[src/rtl/regfile_pkg.sv]
// Shared constants and helpers for the multiport register file.
// Default geometry, the hard-wired zero register index and a popcount helper.
package regfile_pkg;

    localparam int ZERO_IDX   = 0;
    localparam int DEF_DATA_W = 32;
    localparam int DEF_ADDR_W = 5;
    localparam int POP_MAX    = 256;

    // Population count over a zero-extended vector of up to POP_MAX bits.
    function automatic logic [15:0] popcount(input logic [POP_MAX-1:0] v);
        logic [15:0] n;
        n = '0;
        for (int k = 0; k < POP_MAX; k++) begin
            n = n + 16'(v[k]);
        end
        return n;
    endfunction

endpackage

[src/rtl/regfile_multiport_if.sv]
// Bus bundle between decode/writeback and the register file.
// master: drives rd_addr, wr_*, resv_*; slave: drives rd_data, rd_busy, busy_cnt.
interface regfile_multiport_if
    import regfile_pkg::*;
#(
    parameter int DATA_W = DEF_DATA_W,
    parameter int ADDR_W = DEF_ADDR_W,
    parameter int N_READ = 2
);

    logic [N_READ*ADDR_W-1:0] rd_addr;
    logic [N_READ*DATA_W-1:0] rd_data;
    logic [N_READ-1:0]        rd_busy;
    logic                     wr_en;
    logic [ADDR_W-1:0]        wr_addr;
    logic [DATA_W-1:0]        wr_data;
    logic                     resv_en;
    logic [ADDR_W-1:0]        resv_addr;
    logic [ADDR_W:0]          busy_cnt;

    modport master (
        output rd_addr, wr_en, wr_addr, wr_data, resv_en, resv_addr,
        input  rd_data, rd_busy, busy_cnt
    );

    modport slave (
        input  rd_addr, wr_en, wr_addr, wr_data, resv_en, resv_addr,
        output rd_data, rd_busy, busy_cnt
    );

endinterface

[src/rtl/regfile_scoreboard.sv]
// Per-register busy bits with registered population count.
// Ports: clk, rst, setEn/setAddr (reserve), clrEn/clrAddr (writeback), busy, busyCnt.
module regfile_scoreboard
    import regfile_pkg::*;
#(
    parameter int ADDR_W = DEF_ADDR_W
) (
    input  logic                  clk,
    input  logic                  rst,
    input  logic                  setEn,
    input  logic [ADDR_W-1:0]     setAddr,
    input  logic                  clrEn,
    input  logic [ADDR_W-1:0]     clrAddr,
    output logic [2**ADDR_W-1:0]  busy,
    output logic [ADDR_W:0]       busyCnt
);

    localparam int DEPTH = 2**ADDR_W;

    logic [DEPTH-1:0]   busyNext;
    logic [POP_MAX-1:0] busyWide;
    logic [ADDR_W:0]    cntNext;

    // Clear first so a same-address reservation wins.
    always_comb begin
        busyNext = busy;
        if (clrEn) busyNext[clrAddr] = 1'b0;
        if (setEn) busyNext[setAddr] = 1'b1;
        busyWide = '0;
        busyWide[DEPTH-1:0] = busyNext;
        cntNext = (ADDR_W+1)'(popcount(busyWide));
    end

    always_ff @(posedge clk) begin
        if (rst) begin
            busy    <= '0;
            busyCnt <= '0;
        end else begin
            busy    <= busyNext;
            busyCnt <= cntNext;
        end
    end

endmodule

[src/rtl/regfile_multiport.sv]
// Multiport register file: N_READ combinational reads, one write, busy scoreboard.
// Ports: clk, rst (sync, active high), bus (slave side of regfile_multiport_if).
module regfile_multiport
    import regfile_pkg::*;
#(
    parameter int DATA_W   = DEF_DATA_W,
    parameter int ADDR_W   = DEF_ADDR_W,
    parameter int N_READ   = 2,
    parameter int ZERO_REG = 1,
    parameter int BYPASS   = 1
) (
    input logic                clk,
    input logic                rst,
    regfile_multiport_if.slave bus
);

    localparam int DEPTH = 2**ADDR_W;
    localparam logic [ADDR_W-1:0] ZERO = ADDR_W'(ZERO_IDX);

    logic [DATA_W-1:0] mem [DEPTH];
    logic [DEPTH-1:0]  busy;
    logic              wrEff;
    logic              resvEff;

    // Register 0 swallows writes and reservations when hard-wired.
    // Reset also suppresses the write so nothing is bypassed that cycle.
    assign wrEff = bus.wr_en && !rst &&
                   !(ZERO_REG != 0 && bus.wr_addr == ZERO);
    assign resvEff = bus.resv_en &&
                     !(ZERO_REG != 0 && bus.resv_addr == ZERO);

    always_ff @(posedge clk) begin
        if (rst) begin
            for (int k = 0; k < DEPTH; k++) mem[k] <= '0;
        end else if (wrEff) begin
            mem[bus.wr_addr] <= bus.wr_data;
        end
    end

    regfile_scoreboard #(.ADDR_W(ADDR_W)) uScb (
        .clk     (clk),
        .rst     (rst),
        .setEn   (resvEff),
        .setAddr (bus.resv_addr),
        .clrEn   (wrEff),
        .clrAddr (bus.wr_addr),
        .busy    (busy),
        .busyCnt (bus.busy_cnt)
    );

    for (genvar i = 0; i < N_READ; i++) begin : gRead
        logic [ADDR_W-1:0] addr;
        logic [DATA_W-1:0] data;
        logic              busyR;

        assign addr = bus.rd_addr[i*ADDR_W +: ADDR_W];

        // A bypassed write also shows the clear of its busy bit;
        // a same-cycle reservation only lands at the edge.
        always_comb begin
            data  = mem[addr];
            busyR = busy[addr];
            if (BYPASS != 0 && wrEff && bus.wr_addr == addr) begin
                data  = bus.wr_data;
                busyR = 1'b0;
            end
            if (ZERO_REG != 0 && addr == ZERO) begin
                data  = '0;
                busyR = 1'b0;
            end
        end

        assign bus.rd_data[i*DATA_W +: DATA_W] = data;
        assign bus.rd_busy[i] = busyR;
    end

endmodule

[src/flat_wrapper.sv]
// flat-port wrapper written by rule: the top's interface ports become plain ports
module regfile_multiport_flat import regfile_pkg::*;
#(
    parameter int DATA_W   = DEF_DATA_W,
    parameter int ADDR_W   = DEF_ADDR_W,
    parameter int N_READ   = 2,
    parameter int ZERO_REG = 1,
    parameter int BYPASS   = 1
)
  (clk, rst, bus_rd_addr, bus_wr_en, bus_wr_addr, bus_wr_data, bus_resv_en, bus_resv_addr, bus_rd_data, bus_rd_busy, bus_busy_cnt);
  regfile_multiport_if #(.DATA_W(DATA_W), .ADDR_W(ADDR_W), .N_READ(N_READ)) bus_i ();
  input logic clk;
  input logic rst;
  input wire logic [$bits(bus_i.rd_addr)-1:0] bus_rd_addr;
  input wire logic [$bits(bus_i.wr_en)-1:0] bus_wr_en;
  input wire logic [$bits(bus_i.wr_addr)-1:0] bus_wr_addr;
  input wire logic [$bits(bus_i.wr_data)-1:0] bus_wr_data;
  input wire logic [$bits(bus_i.resv_en)-1:0] bus_resv_en;
  input wire logic [$bits(bus_i.resv_addr)-1:0] bus_resv_addr;
  output wire logic [$bits(bus_i.rd_data)-1:0] bus_rd_data;
  output wire logic [$bits(bus_i.rd_busy)-1:0] bus_rd_busy;
  output wire logic [$bits(bus_i.busy_cnt)-1:0] bus_busy_cnt;
  assign bus_i.rd_addr = bus_rd_addr;
  assign bus_i.wr_en = bus_wr_en;
  assign bus_i.wr_addr = bus_wr_addr;
  assign bus_i.wr_data = bus_wr_data;
  assign bus_i.resv_en = bus_resv_en;
  assign bus_i.resv_addr = bus_resv_addr;
  assign bus_rd_data = bus_i.rd_data;
  assign bus_rd_busy = bus_i.rd_busy;
  assign bus_busy_cnt = bus_i.busy_cnt;
  regfile_multiport #(.DATA_W(DATA_W), .ADDR_W(ADDR_W), .N_READ(N_READ), .ZERO_REG(ZERO_REG), .BYPASS(BYPASS)) u_core (.clk(clk), .rst(rst), .bus(bus_i));
endmodule
[config.mk]
export PLATFORM = sky130hd
export DESIGN_NAME = regfile_multiport_flat
export DESIGN_NICKNAME = d
export VERILOG_FILES = /design/src/rtl/regfile_pkg.sv /design/src/rtl/regfile_multiport_if.sv /design/src/rtl/regfile_scoreboard.sv /design/src/rtl/regfile_multiport.sv /design/src/flat_wrapper.sv
export SDC_FILE = /design/constraint.sdc
export NUM_CORES = 2
export LEC_CHECK = 0
export CORE_MARGIN = 5
export CORE_UTILIZATION = 38
export DETAILED_ROUTE_END_ITERATION = 12
export SETUP_SLACK_MARGIN = 0.1
export SYNTH_ARGS = -nofsm -noshare
export SYNTH_HDL_FRONTEND = slang
export SYNTH_SLANG_ARGS = --single-unit
[constraint.sdc]
create_clock -name clk -period 8.35 [get_ports clk]
set_clock_uncertainty 0.1 [all_clocks]
set_input_delay 1.67 -clock clk [delete_from_list [all_inputs] [get_ports clk]]
set_output_delay 1.67 -clock clk [all_outputs]
set_load 0.02 [all_outputs]
**Word-level counts from Yosys, hierarchy flattened**

Memory sizes are Yosys's and may differ from the RTL's.
Cells that the tools add are included.

- Flip-flop bits (word level): 38
- Memory bits (writable): 1024
- Input bits: 56
- Output and inout bits: 72
- Logic and storage cells: 86
- Memories kept: 1

Memory list:

| name | depth | bits a word | read ports | clocked after memory_dff | wr ports | RTL line | RTL |
|---|---|---|---|---|---|---|---|
| u_core.mem | 32 | 32 | 2 | 0 | 32 | regfile_multiport.sv:20 | `logic [DATA_W-1:0] mem [DEPTH];` |

- Add/subtract/negate cells: 31
- $lt $le $gt $ge: 6
- Equal/unequal tests: 2
- Mux-type cells: 26
- Bitwise gates (word level): 3
- Reduce and logical (&&, ||, !) cells: 15

Operator list:

| operator | count |
|---|---|
| 32-bit two-way mux | 7 |
| 6-bit by 1-bit adder with 6-bit output | 26 |
| 32-bit AND | 1 |
| 32-bit NOT | 1 |
| 32-bit OR | 1 |
| 32-bit OR reduction | 1 |
| 5-bit by 6-bit < comparator with 1-bit output (second input constant) | 4 |
| 5-bit logical NOT | 4 |
| 1-bit two-way mux | 14 |
| 1-bit binary-select mux with 5-bit select | 2 |
| 1-bit demux with 5-bit select | 2 |
| 5-bit equality test | 2 |
| 5-bit by 1-bit greater-or-equal comparator with 1-bit output (second input constant) | 2 |
| 1-bit logical AND | 7 |
| 5-bit by 1-bit adder with 6-bit output | 1 |
| 4-bit by 1-bit adder with 5-bit output | 1 |
| 5-bit two-way mux | 1 |
| 3-bit by 1-bit adder with 4-bit output | 1 |
| 2-bit by 1-bit adder with 3-bit output | 1 |
| 1-bit logical NOT | 3 |
| 1-bit by 1-bit adder with 2-bit output | 1 |

**Depth between registers and ports, before layout**

- Depth in word-level cells: 40
- Gate-level depth with buffers: 23
- Depth with buffers taken out: 21

**Cells and area by module**

Synthesis repeated with hierarchy kept, for this count alone.

- Cell total of the unflattened synthesis: 4218
- Area total of the unflattened synthesis: 58305.9 µm²

Modules (own cells, without submodules):

| module | times used | cells an instance | area an instance (µm²) | sequential area each (µm²) |
|---|---|---|---|---|
| regfile_multiport | 1 | 3939 | 55863.6 | 30749.5 |
| regfile_scoreboard | 1 | 279 | 2442.3 | 760.7 |

**Worst setup path before layout**

No wires, ideal clock.

- Path type: input to register
- Start: input bus_wr_addr[1]
- End: register u_core.uScb.busyCnt[4]
- Setup time: 128 ps
- Arrival time: 7052 ps
- Required time: 8122 ps
- Path slack: 1070 ps
- Cell stages on the path: 21
- Buffers on the path: 2
- Cells stage by stage: buf_2 > or3b_1 > clkbuf_1 > nor3_1 > nor2b_1 > a21oi_1 > fa_1 > fa_1 > fa_1 > inv_1 > fa_1 > fa_1 > fa_1 > ha_1 > inv_1 > fa_1 > inv_1 > a21o_1 > a21oi_1 > xor2_1 > nor2_1

- Word-level cells in the longest chain between the ends: 40
- Elaborated cells between the ends (all ways): 44
- Classes of those cells: add/sub (31); order compare (2); mux (4); bitwise (3); reduce/logical (4)

Ends and longest elaborated chain:

| element | RTL line | RTL |
|---|---|---|
| from (decl) | flat_wrapper.sv:16 | `input wire logic [$bits(bus_i.wr_addr)-1:0] bus_wr_addr;` |
| 5-bit by 6-bit < comparator with 1-bit output (implied by the code) / 5-bit by 1-bit greater-or-equal comparator with 1-bit output (equally long branches) | regfile_scoreboard.sv:27 | `if (clrEn) busyNext[clrAddr] = 1'b0;` |
| 1-bit logical AND (implied by the code) | regfile_scoreboard.sv:27 |  |
| 1-bit two-way mux (implied by the code) | regfile_scoreboard.sv:27 |  |
| 1-bit demux with 5-bit select | regfile_scoreboard.sv:27 |  |
| 32-bit NOT (no source line) | - |  |
| 32-bit AND (no source line) | - |  |
| 32-bit two-way mux (*) | regfile_scoreboard.sv:27 |  |
| 32-bit OR (no source line) | - |  |
| 32-bit two-way mux (*) | regfile_scoreboard.sv:28 | `if (setEn) busyNext[setAddr] = 1'b1;` |
| 1-bit by 1-bit adder with 2-bit output | regfile_pkg.sv:15 | `n = n + 16'(v[k]);` |
| 2-bit by 1-bit adder with 3-bit output | regfile_pkg.sv:15 |  |
| 3-bit by 1-bit adder with 4-bit output | regfile_pkg.sv:15 |  |
| 4-bit by 1-bit adder with 5-bit output | regfile_pkg.sv:15 |  |
| 5-bit by 1-bit adder with 6-bit output | regfile_pkg.sv:15 |  |
| 6-bit by 1-bit adder with 6-bit output (25 in a row) | regfile_pkg.sv:15 |  |
| 6-bit by 1-bit adder with 6-bit output (*) | regfile_pkg.sv:15 |  |
| to (signal assigned) | regfile_scoreboard.sv:40 | `busyCnt <= cntNext;` |
| to (decl) | regfile_scoreboard.sv:15 | `output logic [ADDR_W:0] busyCnt` |

Every way passes the cells marked *; elsewhere a longest branch is shown, timed or not.
A chain may end at the register's enable or synchronous reset.

**Worst setup path in the final report**

- Start: input bus_wr_addr[3]
- End: output bus_rd_data[5]

- Word-level cells in the longest chain between the ends: 6
- Elaborated cells between the ends (all ways): 7
- Classes of those cells: eq/ne (1); mux (2); reduce/logical (4)

Ends and longest elaborated chain:

| element | RTL line | RTL |
|---|---|---|
| 5-bit logical NOT | regfile_multiport.sv:28 | `!(ZERO_REG != 0 && bus.wr_addr == ZERO);` |
| 1-bit logical NOT | regfile_multiport.sv:28 |  |
| 1-bit logical AND | regfile_multiport.sv:27 | `assign wrEff = bus.wr_en && !rst &&` |
| 1-bit logical AND (*) | regfile_multiport.sv:63 | `if (BYPASS != 0 && wrEff && bus.wr_addr == addr) begin` |
| 32-bit two-way mux (*) | regfile_multiport.sv:63 |  |
| 32-bit two-way mux (*) | regfile_multiport.sv:67 | `if (ZERO_REG != 0 && addr == ZERO) begin` |
| to (decl) | flat_wrapper.sv:20 | `output wire logic [$bits(bus_i.rd_data)-1:0] bus_rd_data;` |

Marked as above.

==> impl_metrics.env <==
export IMPL_cts_buffers=112
export IMPL_drive_gt1_frac=0.1909
export IMPL_cp_buffers_inverters=4
export IMPL_setup_ws_ns=0.7881
export IMPL_dp_hpwl_um=125900
export IMPL_place_congestion=0.9128
export IMPL_setup_tns_ns=0
export IMPL_drt_pass1_iterations=5
export IMPL_htreeDepth=3
export IMPL_holdWs_ns=0.4232
export IMPL_critPathTopFamily="buffers and inverters"
export IMPL_clkTransAtPathRegs_ns=0.06
export IMPL_grt_max_degree=143
export IMPL_place_ws_ns=0.3787
export IMPL_syn_inst=4189
export IMPL_ant_nets=0
export IMPL_tightest_slew_ns=1.321
export IMPL_dieArea_um2=161600
export IMPL_synth_warnings=0
export IMPL_status="finished clean"
export IMPL_cts_path_max_buffers=3
export IMPL_end_kind="output port"
export IMPL_arrival_ns=5.79
export IMPL_setup_viol=0
export IMPL_synth_edf_count=1024
export IMPL_fin_util=0.4284
export IMPL_clock_latency_ns=0.72
export IMPL_core_area_um2=152300
export IMPL_cts_resized=0
export IMPL_synth_seq_area_share=0.5398
export IMPL_area_growth_pct=11.75
export IMPL_nets=4212
export IMPL_worstSetupPathType="in2out"
export IMPL_antenna_found_initial=24
export IMPL_drv_cap=0
export IMPL_worstPathMaxFanout=21
export IMPL_io_pins=128
export IMPL_hold_path_class="reg2reg"
export IMPL_grt_pass1_wl_um=309000
export IMPL_gr_total_overflow=0
export IMPL_clock_sinks=1062
export IMPL_finalNonFillerCells=6265
export IMPL_drc=0
export IMPL_synth_top_flop_cell="edfxtp_1"
export IMPL_track_usage=0.2655
export IMPL_fin_crit_sh=0.9056
export IMPL_ys_seq_elements=1062
export IMPL_die_w_um=401.9
export IMPL_holdBufCountCts=0
export IMPL_grt_pass1_vias=40380
export IMPL_syn_area_um2=58370
export IMPL_worstPathRequired_ns=6.58
export IMPL_max_stage_delay_ns=0.81
export IMPL_cts_tree="done"
export IMPL_cts_setup_buffers=0
export IMPL_post_drt_wl_per_cell_um=35.26
export IMPL_async_flop_share=0
export IMPL_drt_total_wl_um=220900
export IMPL_start_util=0.3834
export IMPL_layout_common_cells="edfxtp_1 (1024), and2_1 (519), and3_1 (484)"
export IMPL_rsz0062_at_grt="false"
export IMPL_die_h_um=401.9
export IMPL_final_common_cell="edfxtp_1"
export IMPL_io_buffer_count=127
export IMPL_setup_worst_path_start_class="input pin"
export IMPL_vdd_drop_max_mv=0.1623
export IMPL_critPathSlowestCell="o221ai_1"
export IMPL_rows=143
export IMPL_slew_violations=0
export IMPL_drt_iter0_drc=6055
export IMPL_p_per_area_nw_per_um2=200.5
export IMPL_dp_cells=6041
export IMPL_slew_headroom=0.1167
export IMPL_syn_avg_cell_area_um2=13.94
export IMPL_fin_crit_ns=7.562
export IMPL_root_buffer="clkbuf_16"
export IMPL_via_per_inst=6.477
export IMPL_leakage_nw=24.39
export IMPL_fmax_mhz=132.2
export IMPL_vias=40580
export IMPL_path_cells="clkdlybuf4s50_1 -> buf_4 -> or3_1 -> o311ai_2 -> nor2_4 -> buf_4 -> o221ai_1 -> clkdlybuf4s50_1"
export IMPL_synth_distinct_cells=61
export IMPL_hold_violations=0
[path summary, 6_finish.rpt]
kind | from | end | slack [ns] | cells after the start
max reg2reg | u_core.uScb.busy[17]$_SDFF_PP0_ | u_core.uScb.busyCnt[4]$_SDFF_PP0_ | 3.07 | 17
max | bus_wr_addr[3] | bus_rd_data[5] | 0.79 | 8
min reg2reg | u_core.uScb.busy[0]$_SDFF_PP0_ | u_core.uScb.busy[0]$_SDFF_PP0_ | 0.42 | 2
min | u_core.uScb.busy[0]$_SDFF_PP0_ | u_core.uScb.busy[0]$_SDFF_PP0_ | 0.42 | 2
[power by group]
part / internal, mW / switching, mW / total (mW)
logic: 0.701 / 1.14 / 1.84
clock network: 2.77 / 2.19 / 4.96
registers: 6.13 / 0.151 / 6.28
[registers in the layout, indices dropped and copies added, names as in the netlist]
register / count
u_core.mem: 1024
u_core.uScb.busy: 32
u_core.uScb.busyCnt: 6
[stage by stage]
step	power, mW	cell area, um2
after global placement	8.163	61660
final	13.08	65230
after global routing	13.41	65210
after CTS	13.06	65200
after floorplan	7.408	58490
after detailed placement	8.182	61660
[routing by layer]
| metal | track usage | up-vias | part of all wire |
|---|---|---|---|
| li1 | - | 16230 | - |
| met1 | 0.3676 | 20930 | 0.39 |
| met2 | 0.3986 | 2932 | 0.44 |
| met3 | 0.07983 | 488 | 0.13 |
| met4 | 0.09312 | 6 | 0.038 |
| met5 | 0 | - | 0.00017 |
[cell type report]
class / instances / area, um2
flip-flops and latches: 1062 / 31510
multi-input cells: 2631 / 24910
inverters: 34 / 127.6
clock buffers: 138 / 2943
clock inverters: 73 / 593.1
well taps: 2030 / 2540
repair buffers: 284 / 2580
diodes: 13 / 32.53
fillers: 13630 / 87030
[cells in the mapped netlist, types with 55 or more instances]
cell type  number  area (um2)
buf_2          70       350.3
mux4_2        353        7950
nand2_1        86       322.8
and2_1        520        3253
o22ai_1        81       506.7
edfxtp_1     1024       30750
nor2_1         55       206.5
nor2b_1        60       375.4
a21oi_1        62       310.3
clkbuf_1      355        1333
mux2i_1       344        3443
a211oi_1       62       465.5
a22oi_1        67       503.0
and3_1        486        3040
[kinds of logic (layout without fill, tap and decap cells)]
group / Yosys count / in the layout / share of synthesized area
XOR/XNOR: 12 / 12 / 0.001800
AO/OA/AOI/OAI: 489 / 489 / 0.06282
multiplexers: 750 / 750 / 0.2098
buffers and inverters: 527 / 529 / 0.04060
adder cells (fa/ha/maj): 31 / 31 / 0.009731
other: 1 / 45 / 0.00006424
flip-flops: 1062 / 1062 / 0.5398
AND/OR/NAND/NOR: 1317 / 1317 / 0.1354
[worst register-to-register path: cells and delay by family, from the launching register on]
kind	cells	cell delay, ns
fa+ha+maj	8	3.69
compound gates	3	0.44
flops	1	0.35
buf+inv	3	0.20
xor+xnor	1	0.15
simple gates	2	0.21
Note: power is estimated with default switching activity, not from simulation.
